--- config.mk ---
export PLATFORM = sky130hd
export DESIGN_NAME = branch_cond_unit
export DESIGN_NICKNAME = d
export VERILOG_FILES = /design/src/rtl/branch_cond_unit.sv
export SDC_FILE = /design/constraint.sdc
export NUM_CORES = 1
export LEC_CHECK = 0
export BUFFER_PORTS_ARGS = -buffer_cell sky130_fd_sc_hd__buf_2
export CORE_ASPECT_RATIO = 1.2
export CORE_MARGIN = 4
export CORE_UTILIZATION = 40
export DETAILED_ROUTE_END_ITERATION = 12
export PLACE_DENSITY_LB_ADDON = 0.15
export SLEW_MARGIN = 20
export SYNTH_ARGS = -nofsm -noshare
export SYNTH_HDL_FRONTEND = slang
export SYNTH_SLANG_ARGS = --single-unit
--- constraint.sdc ---
create_clock -name clk -period 4 [get_ports clk]
set_clock_uncertainty 0.1 [all_clocks]
set_input_delay 1.2 -clock clk [delete_from_list [all_inputs] [get_ports clk]]
set_output_delay 1.2 -clock clk [all_outputs]
set_load 0.01 [all_outputs]
--- src/rtl/branch_cond_unit.sv ---
// branch_cond_unit
// Holds the architectural NZCV register and resolves B.cond / CBZ / CBNZ in ID.
// A flag setter sitting in EX is handled by a combinational bypass (BYPASS=1)
// or by holding ID for one cycle (BYPASS=0). The unit also keeps saturating
// counters of taken and not-taken branches.
module branch_cond_unit #(
    parameter bit BYPASS = 1'b1,
    parameter int CNT_W  = 32
) (
    input  logic             clk,
    input  logic             reset,
    input  logic             ex_valid,
    input  logic             ex_set_flags,
    input  logic             ex_negative,
    input  logic             ex_zero,
    input  logic             ex_carry_out,
    input  logic             ex_overflow,
    input  logic             id_valid,
    input  logic             id_is_bcond,
    input  logic             id_is_cbz,
    input  logic             id_is_cbnz,
    input  logic [3:0]       id_cond,
    input  logic [63:0]      id_rt_value,
    input  logic             cnt_clear,
    output logic [3:0]       flags_q,
    output logic             branch_taken,
    output logic             stall,
    output logic [CNT_W-1:0] taken_cnt,
    output logic [CNT_W-1:0] not_taken_cnt
);

    localparam logic [0:0]       ST_IDLE  = 1'b0;
    localparam logic [0:0]       ST_STALL = 1'b1;
    localparam logic [CNT_W-1:0] CNT_ONE  = CNT_W'(1);
    localparam logic [CNT_W-1:0] CNT_MAX  = {CNT_W{1'b1}};

    logic [0:0] state_q;
    logic [0:0] state_d;
    logic       ex_writes_flags;
    logic       hazard;
    logic [3:0] ex_flags;
    logic [3:0] eval_flags;
    logic       flag_n;
    logic       flag_z;
    logic       flag_c;
    logic       flag_v;
    logic       cond_true;
    logic       rt_is_zero;
    logic       is_branch;
    logic       branch_ok;
    logic       resolve;

    assign ex_writes_flags = ex_valid & ex_set_flags;
    assign ex_flags        = {ex_negative, ex_zero, ex_carry_out, ex_overflow};
    assign hazard          = id_valid & id_is_bcond & ex_writes_flags;

    // The stall variant only ever holds ID in IDLE; the STALL cycle resolves.
    assign stall = (BYPASS == 1'b0) & (state_q == ST_IDLE) & hazard;

    // With bypass the B.cond sees the flags EX is producing right now.
    assign eval_flags = ((BYPASS == 1'b1) && hazard) ? ex_flags : flags_q;
    assign flag_n     = eval_flags[3];
    assign flag_z     = eval_flags[2];
    assign flag_c     = eval_flags[1];
    assign flag_v     = eval_flags[0];

    // Decode the B.cond condition field against the selected flag set.
    always_comb begin
        cond_true = 1'b1;
        case (id_cond)
            4'h0:    cond_true = flag_z;
            4'h1:    cond_true = !flag_z;
            4'h2:    cond_true = flag_c;
            4'h3:    cond_true = !flag_c;
            4'h4:    cond_true = flag_n;
            4'h5:    cond_true = !flag_n;
            4'h6:    cond_true = flag_v;
            4'h7:    cond_true = !flag_v;
            4'h8:    cond_true = flag_c & !flag_z;
            4'h9:    cond_true = !(flag_c & !flag_z);
            4'hA:    cond_true = (flag_n == flag_v);
            4'hB:    cond_true = (flag_n != flag_v);
            4'hC:    cond_true = !flag_z & (flag_n == flag_v);
            4'hD:    cond_true = !(!flag_z & (flag_n == flag_v));
            default: cond_true = 1'b1;
        endcase
    end

    assign rt_is_zero = (id_rt_value == 64'd0);
    assign is_branch  = id_is_bcond | id_is_cbz | id_is_cbnz;

    // Pick the outcome of the highest-priority branch type present in ID.
    always_comb begin
        branch_ok = 1'b0;
        if (id_is_bcond) begin
            branch_ok = cond_true;
        end else if (id_is_cbz) begin
            branch_ok = rt_is_zero;
        end else if (id_is_cbnz) begin
            branch_ok = !rt_is_zero;
        end
    end

    assign resolve      = id_valid & is_branch & !stall;
    assign branch_taken = resolve & branch_ok;

    // Next state: a stall cycle is always followed by exactly one resolve cycle.
    always_comb begin
        state_d = ST_IDLE;
        case (state_q)
            ST_IDLE:  state_d = stall ? ST_STALL : ST_IDLE;
            ST_STALL: state_d = ST_IDLE;
            default:  state_d = ST_IDLE;
        endcase
    end

    // State register for the stall sequencer.
    always_ff @(posedge clk or negedge reset) begin
        if (!reset) begin
            state_q <= ST_IDLE;
        end else begin
            state_q <= state_d;
        end
    end

    // Architectural NZCV, loaded by any valid flag setter regardless of stall.
    always_ff @(posedge clk or negedge reset) begin
        if (!reset) begin
            flags_q <= 4'b0000;
        end else if (ex_writes_flags) begin
            flags_q <= ex_flags;
        end
    end

    // Saturating branch outcome counters; clear beats a same-cycle increment.
    always_ff @(posedge clk or negedge reset) begin
        if (!reset) begin
            taken_cnt     <= '0;
            not_taken_cnt <= '0;
        end else if (cnt_clear) begin
            taken_cnt     <= '0;
            not_taken_cnt <= '0;
        end else if (resolve) begin
            if (branch_ok) begin
                if (taken_cnt != CNT_MAX) begin
                    taken_cnt <= taken_cnt + CNT_ONE;
                end
            end else begin
                if (not_taken_cnt != CNT_MAX) begin
                    not_taken_cnt <= not_taken_cnt + CNT_ONE;
                end
            end
        end
    end

endmodule

==> run summary, run 1 <==
Status: finished with violations
Failing checks: negative setup slack
Final Max Slew Viols: 0
Gr usage total: 0.2214
DRT antenna net count: 0
Largest net degree at the start of global routing: 69
Via count: 4951
Worst reg2reg setup slack: 1.05 ns
Seq cells post-synth: 68
Layout cells sized above 1: 0.3213
Worst EP arrival: 2.87 ns
Worst r2r dst: not_taken_cnt[15]$_DFFE_PN0P_
Met2 wire length: 7.490 mm
Core Area: 11140 um2
CTS sink count: 68
TritonCTS clock tree: built
WS Path Type: input pin to output pin
Initial antenna violation count: 0
Post-synthesis average cell area: 8.685 um2
Logic pwr share: 0.148
Async set-reset flop share out of synthesis: 1.000
DP Wirelength: 10.72 mm
Vias per cell: 5.838
Total iterations of the first detailed-routing run: 5
Vias in the first global route: 4866
Deepest clock path buffer count: 2
Peak supply drop: 185.1 uV
Worst hold-check path type: flip-flop to flip-flop
Final Cycle Share: 1.044
Clk pwr share: 0.471
Largest fanout on the critical path: 2
Setup TNS: -0.1746 ns
Die Ht: 125.5 um
NumNets Final: 772
Overflow after GRT: 0
Mapped Area: 4603 um2
Crit path time final: 4.175 ns
Total CTS buffers: 9
Warnings, synthesis: 0
Root Buffer: clkbuf_16
Library cells used by synthesis: 51
Main synth FF type: dfrtp_1
Initial Utilization: 0.4132
GPL Wtd Cong: 0.8726
Antenna cells: 0
Clock slew at reported path FFs: 0.06 ns
Max transition margin: 0.3985
Die area: 13300 um2
Reg2reg path depth: 9
Dpl ws: -0.3686 ns
Crit path from: id_valid
Number of core rows: 42
Clk Latency, worst-skew pair: 0.33 ns
Final Hold Viols: 0
Reg-to-Reg Start: flags_q[3]$_DFFE_PN0N_
Share of power burned in registers: 0.381
Seq/Total Area, Yosys: 0.3697
WL final: 14.69 mm
Area grow syn2layout: 35.12%
Lkg Pwr: 2.881 nW
Port bufs: 149
P_sw: 0.0004812 W
Int Pwr: 0.001377 W
DR iter-0 viols: 190
Post-Synthesis Cells: 530
Achievable Freq: 239.5 MHz
Final core utilization: 0.5583
Max-Cap Viols: 0
Post-CTS Hold Buffers: 0
First-pass GRT wire length: 24.11 mm
M1 WL: 5.935 mm
H-tree level count: 3
WP data required: 2.70 ns
DRC errors left: 0
Pwr per Cell Area: 298.7 nW/um2
Wire per inst: 17.33 um
Synth Net Count: 613
Ports: 151
Top Layer Used: met4
Slack of the critical path: -0.1746 ns
Slew of the pin with the lowest slew margin: 0.9022 ns
Fillers: 1029
Worst setup EP type: output pin
WL met3: 1.001 mm
Startpoint Class: input pin
Setup crit end: branch_taken
RSZ-0062 raised after global routing: true
Post-synth EDFFs: 0
Switching share of power: 0.2590
Die W: 105.9 um
Final setup fails: 1
[worst max-delay path, cell delays in order]
cell       delay (ns)
buf_6            0.07
and4_4           0.23
mux4_2           0.53
xor2_2           0.18
a2111oi_4        0.30
a211o_1          0.17
nor2_2           0.05
buf_2            0.14
[metal layers]
metal	GRT usage	vias up
met5	0	-
met4	0.07241	0
met3	0.05412	21
met1	0.2675	2391
met2	0.3855	200
li1	-	2339
[power by group through the flow]
| stage | registers [W] | logic, W | clock network (W) |
|---|---|---|---|
| 2_1_floorplan | 0.000722 | 0.000115 | 0 |
| 5_1_grt | 0.000709 | 0.000301 | 0.000925 |
| 6_report | 0.000708 | 0.000275 | 0.000876 |
| 4_1_cts | 0.000707 | 0.000267 | 0.000890 |
| 3_3_place_gp | 0.000719 | 0.000250 | 0 |
| 3_5_place_dp | 0.000720 | 0.000256 | 0 |
[sequential cells by signal, indices dropped and copies added, names as in the netlist]
name           flops
taken_cnt         32
not_taken_cnt     32
flags_q            4
[cells by family (layout without fill, tap and decap cells)]
family	count (synthesis)	count (layout)	synth area share
flip-flops	68	68	0.3697
AND/OR/NAND/NOR	293	293	0.3629
buffers and inverters	45	209	0.03914
adder cells (fa/ha/maj)	2	2	0.005435
other	1	1	0.0008147
AO/OA/AOI/OAI	77	77	0.1153
multiplexers	41	41	0.1011
XOR/XNOR	3	3	0.005709
[metrics by stage]
stage / hold WS (ns) / total power, W / instances / area (um2)
floorplan: 0.4579 / 0.0008374 / 530 / 4609
global placement: 0.4520 / 0.0009697 / 833 / 5715
detailed placement: 0.4636 / 0.0009761 / 833 / 5715
CTS: 0.4775 / 0.001865 / 849 / 6136
global route: 0.5110 / 0.001935 / 848 / 6220
finish: 0.4757 / 0.001858 / 848 / 6220
[layout make-up]
cell class,instances,area [um2],share of cell area
multi-input cells,417,2897,0.4657
clock inverters,6,87.58,0.01408
well taps,154,192.7,0.03098
repair buffers,181,1057,0.1700
clock buffers,10,239.0,0.03842
inverters,12,45.04,0.007242
flip-flops and latches,68,1702,0.2736
[what timing repair did]
action                                  in CTS  in global routing
pin swaps                                    3                  7
setup buffers                                0                  1
resized for setup                           15                 14
endpoints found under the setup margin       1                  1
[synth_stat cells, drive strengths merged (2+ instances only)]
library cell | number | area share
and4 | 7 | 0.013
nand2b | 6 | 0.0082
mux2 | 34 | 0.083
and2 | 6 | 0.0082
clkbuf | 27 | 0.022
xnor2 | 2 | 0.0038
nand3 | 26 | 0.028
ha | 2 | 0.0054
inv | 12 | 0.0098
dfrtp | 68 | 0.37
o31ai | 15 | 0.024
a211oi | 2 | 0.0043
nor4 | 25 | 0.034
o31a | 2 | 0.0038
or3 | 17 | 0.023
or4 | 16 | 0.026
a31o | 3 | 0.0057
nor2 | 48 | 0.039
nand4 | 46 | 0.063
a311oi | 2 | 0.0038
nand2 | 20 | 0.016
o21ai | 13 | 0.014
buf | 6 | 0.0073
mux2i | 6 | 0.013
nor3 | 11 | 0.012
and3 | 25 | 0.034
nand3b | 2 | 0.0033
nand4b | 2 | 0.0038
a2111o | 2 | 0.0049
and3b | 2 | 0.0038
a21oi | 28 | 0.030
nor2b | 33 | 0.045
[worst min path at each step]
stage,start,end,slack (ns),cells past startpoint
6_report,flags_q[2]$_DFFE_PN0N_,flags_q[2]$_DFFE_PN0N_,0.48,2
3_5_place_dp,not_taken_cnt[8]$_DFFE_PN0P_,not_taken_cnt[8]$_DFFE_PN0P_,0.46,2
3_3_place_gp,not_taken_cnt[6]$_DFFE_PN0P_,not_taken_cnt[6]$_DFFE_PN0P_,0.45,2
4_1_cts,not_taken_cnt[8]$_DFFE_PN0P_,not_taken_cnt[8]$_DFFE_PN0P_,0.48,2
2_1_floorplan,flags_q[2]$_DFFE_PN0N_,flags_q[2]$_DFFE_PN0N_,0.46,2
5_1_grt,flags_q[1]$_DFFE_PN0N_,flags_q[1]$_DFFE_PN0N_,0.51,1
[cell usage in the layout (no fill, tap or decap), drive strengths merged, types with 3 or more instances in the layout]
cell / netlist / routed
clkbuf: 27 / 10
nand2: 20 / 20
nand2b: 6 / 6
nor4: 25 / 25
mux2i: 6 / 6
inv: 12 / 12
and2: 6 / 6
nor3: 11 / 11
nor2b: 33 / 33
and4: 7 / 7
dfrtp: 68 / 68
or3: 17 / 17
nand3: 26 / 26
clkinvlp: 0 / 3
a31o: 3 / 3
mux2: 34 / 34
or4: 16 / 16
a21oi: 28 / 28
o31ai: 15 / 15
and3: 25 / 25
nor2: 48 / 48
buf: 6 / 181
nand4: 46 / 46
o21ai: 13 / 13
(Power assumes the default switching activity.)
==> run 2: changes to the inputs <==
--- a/config.mk
+++ b/config.mk
@@ -6,7 +6,7 @@
 export NUM_CORES = 1
 export LEC_CHECK = 0
 export BUFFER_PORTS_ARGS = -buffer_cell sky130_fd_sc_hd__buf_2
-export CORE_ASPECT_RATIO = 1.2
+export CORE_ASPECT_RATIO = 1.75
 export CORE_MARGIN = 4
 export CORE_UTILIZATION = 40
 export DETAILED_ROUTE_END_ITERATION = 12
==> run summary, run 2 (synthesized netlist as in run 1, its figures left out) <==
Achievable Freq: 235.4 MHz (-1.8%)
Final core utilization: 0.5405 (-0.01778)
DP Wirelength: 11.58 mm (+8.0%)
Final Hold Viols: 0 (unchanged)
Number of core rows: 51 (+21%)
Max transition margin: 0.3342 (-0.06435)
Failing checks: negative setup slack
Final Max Slew Viols: 0 (unchanged)
Hold_ws: 0.4734 ns (-0.002302 ns)
Worst EP arrival: 2.95 ns (+0.08 ns)
Via count: 4919 (-0.65%)
WS Path Type: input pin to output pin
Lkg Pwr: 2.857 nW (-0.81%)
CTS sink count: 68 (unchanged)
Port bufs: 149 (unchanged)
Worst hold-check path type: flip-flop to flip-flop
Clock slew at reported path FFs: 0.05 ns (about the same)
Worst setup EP type: output pin
Vias per cell: 5.941 (+1.8%)
Core Area: 11170 um2 (+0.24%)
Die Ht: 149.9 um (+19%)
Max-Cap Viols: 0 (unchanged)
DRT antenna net count: 0 (unchanged)
Most common cell after layout, fill and taps aside: buf_2
Clk Latency, worst-skew pair: 0.34 ns (about the same)
Vias in the first global route: 4944 (+1.6%)
Crit path time final: 4.249 ns (+0.07442 ns)
Slowest cell delay on critical path: 0.30 ns (-0.23 ns)
Status: finished with violations
Largest net degree at the start of global routing: 63 (-8.7%)
DRC errors left: 0 (unchanged)
TritonCTS clock tree: built
Deepest clock path buffer count: 2 (unchanged)
Startpoint Class: input pin
H-tree level count: 3 (unchanged)
Commonest non-fill, non-tap cells in the layout: buf_2 (145), dfrtp_1 (68), nor2_1 (47), nand4_1 (46), nor2b_1 (33)
Total iterations of the first detailed-routing run: 4 (-1)
RSZ-0062 raised after global routing: true
NumNets Final: 773 (+0.13%)
Slack of the critical path: -0.2490 ns (-0.07441 ns)
Pwr per Cell Area: 287.7 nW/um2 (-3.7%)
Crit path cell chain: buf_6 -> and4_4 -> buf_4 -> mux2i_1 -> mux2i_1 -> nor4_1 -> buf_4 -> a211o_1 -> nor2_2 -> buf_2
Setup TNS: -0.2490 ns (-0.07441 ns)
Total CTS buffers: 9 (unchanged)
Crit-path slowest cell: a211o_1
Dpl ws: -0.3284 ns (+0.04029 ns)
WP data required: 2.70 ns (about the same)
Final Cycle Share: 1.062 (+0.01860)
Slew of the pin with the lowest slew margin: 0.9987 ns (+0.09653 ns)
WL final: 15.43 mm (+5.0%)
Layout cells sized above 1: 0.3036 (-0.01773)
First-pass GRT wire length: 24.27 mm (+0.66%)
GPL Wtd Cong: 0.9273 (+6.3%)
Post-CTS Hold Buffers: 0 (unchanged)
Initial Utilization: 0.4122 (-0.0009722)
Die W: 89.09 um (-16%)
Die area: 13360 um2 (+0.45%)
Area grow syn2layout: 31.12%
Peak supply drop: 210.5 uV (+14%)
Placed cell count: 808 (-3.0%)
Initial antenna violation count: 1 (+1)
Overflow after GRT: 0 (unchanged)
Final setup fails: 1 (unchanged)
Largest fanout on the critical path: 8 (+6)
Wire per inst: 18.63 um (+7.5%)
DR iter-0 viols: 259 (+36%)
Gr usage total: 0.2333 (+0.01195)
Ports: 151 (unchanged)
Root Buffer: clkbuf_16
Non-filler instance count after layout: 828 (-2.4%)
Regs by FF count: not_taken_cnt: 32 flops, taken_cnt: 32 flops, flags_q: 4 flops
## run 2: routing by layer
| metal | global-route usage | part of all wire |
|---|---|---|
| met1 | 0.2399 | 0.35 |
| met2 | 0.4228 | 0.54 |
| met4 | 0.1311 | 0.035 |
| met5 | 0 | 0 |
| met3 | 0.04683 | 0.078 |
## run 2: report_power, final
group,switching (W),internal [W],total (W)
Combinational,0.000150,0.000111,0.000261
Sequential,0.0000116,0.000697,0.000708
Clock,0.000298,0.000469,0.000767
Total,0.000459,0.00128,0.00174
## run 2: metrics by stage
step / total power [W] / instance area, um2
finish: 0.001736 / 6036
floorplan: 0.0008374 / 4609
detailed placement: 0.0009702 / 5665
CTS: 0.001746 / 6012
global placement: 0.0009647 / 5665
global route: 0.001813 / 6036
## run 2: path summary, 6_finish.rpt
check | slack [ns] | cells past startpoint | to | start
max reg2reg | 0.89 | 11 | taken_cnt[9]$_DFFE_PN0P_ | flags_q[0]$_DFFE_PN0N_
min reg2reg | 0.47 | 2 | not_taken_cnt[8]$_DFFE_PN0P_ | not_taken_cnt[8]$_DFFE_PN0P_
min | 0.47 | 2 | not_taken_cnt[8]$_DFFE_PN0P_ | not_taken_cnt[8]$_DFFE_PN0P_
max | -0.25 | 10 | branch_taken | id_valid
min in group asynchronous | 0.72 | 1 | not_taken_cnt[15]$_DFFE_PN0P_ | reset
max in group asynchronous | 2.30 | 2 | taken_cnt[16]$_DFFE_PN0P_ | reset
## run 2: what timing repair did
action / 4_1_cts / 5_1_grt
pin swaps: 4 / 6
resized for setup: 7 / 2
endpoints found under the setup margin: 1 / 1
buffers inserted: 2 / 1
## run 2: cell type report
| cell class | count | area [um2] |
|---|---|---|
| Antenna cell | 1 | 2.502 |
| Clock inverter | 3 | 20.02 |
| Sequential cell | 68 | 1702 |
| Multi-Input combinational cell | 417 | 2775 |
| Tap cell | 132 | 165.2 |
| Clock buffer | 13 | 270.3 |
| Fill cell | 1066 | 5131 |
| Timing Repair Buffer | 182 | 1056 |
| Inverter | 12 | 45.04 |
## run 2: worst max-delay path: cells and delay by family
| family | cells | cell delay (ns) |
|---|---|---|
| AO/OA/AOI/OAI | 1 | 0.30 |
| AND/OR/NAND/NOR | 3 | 0.46 |
| buffers and inverters | 4 | 0.54 |
| multiplexers | 2 | 0.44 |
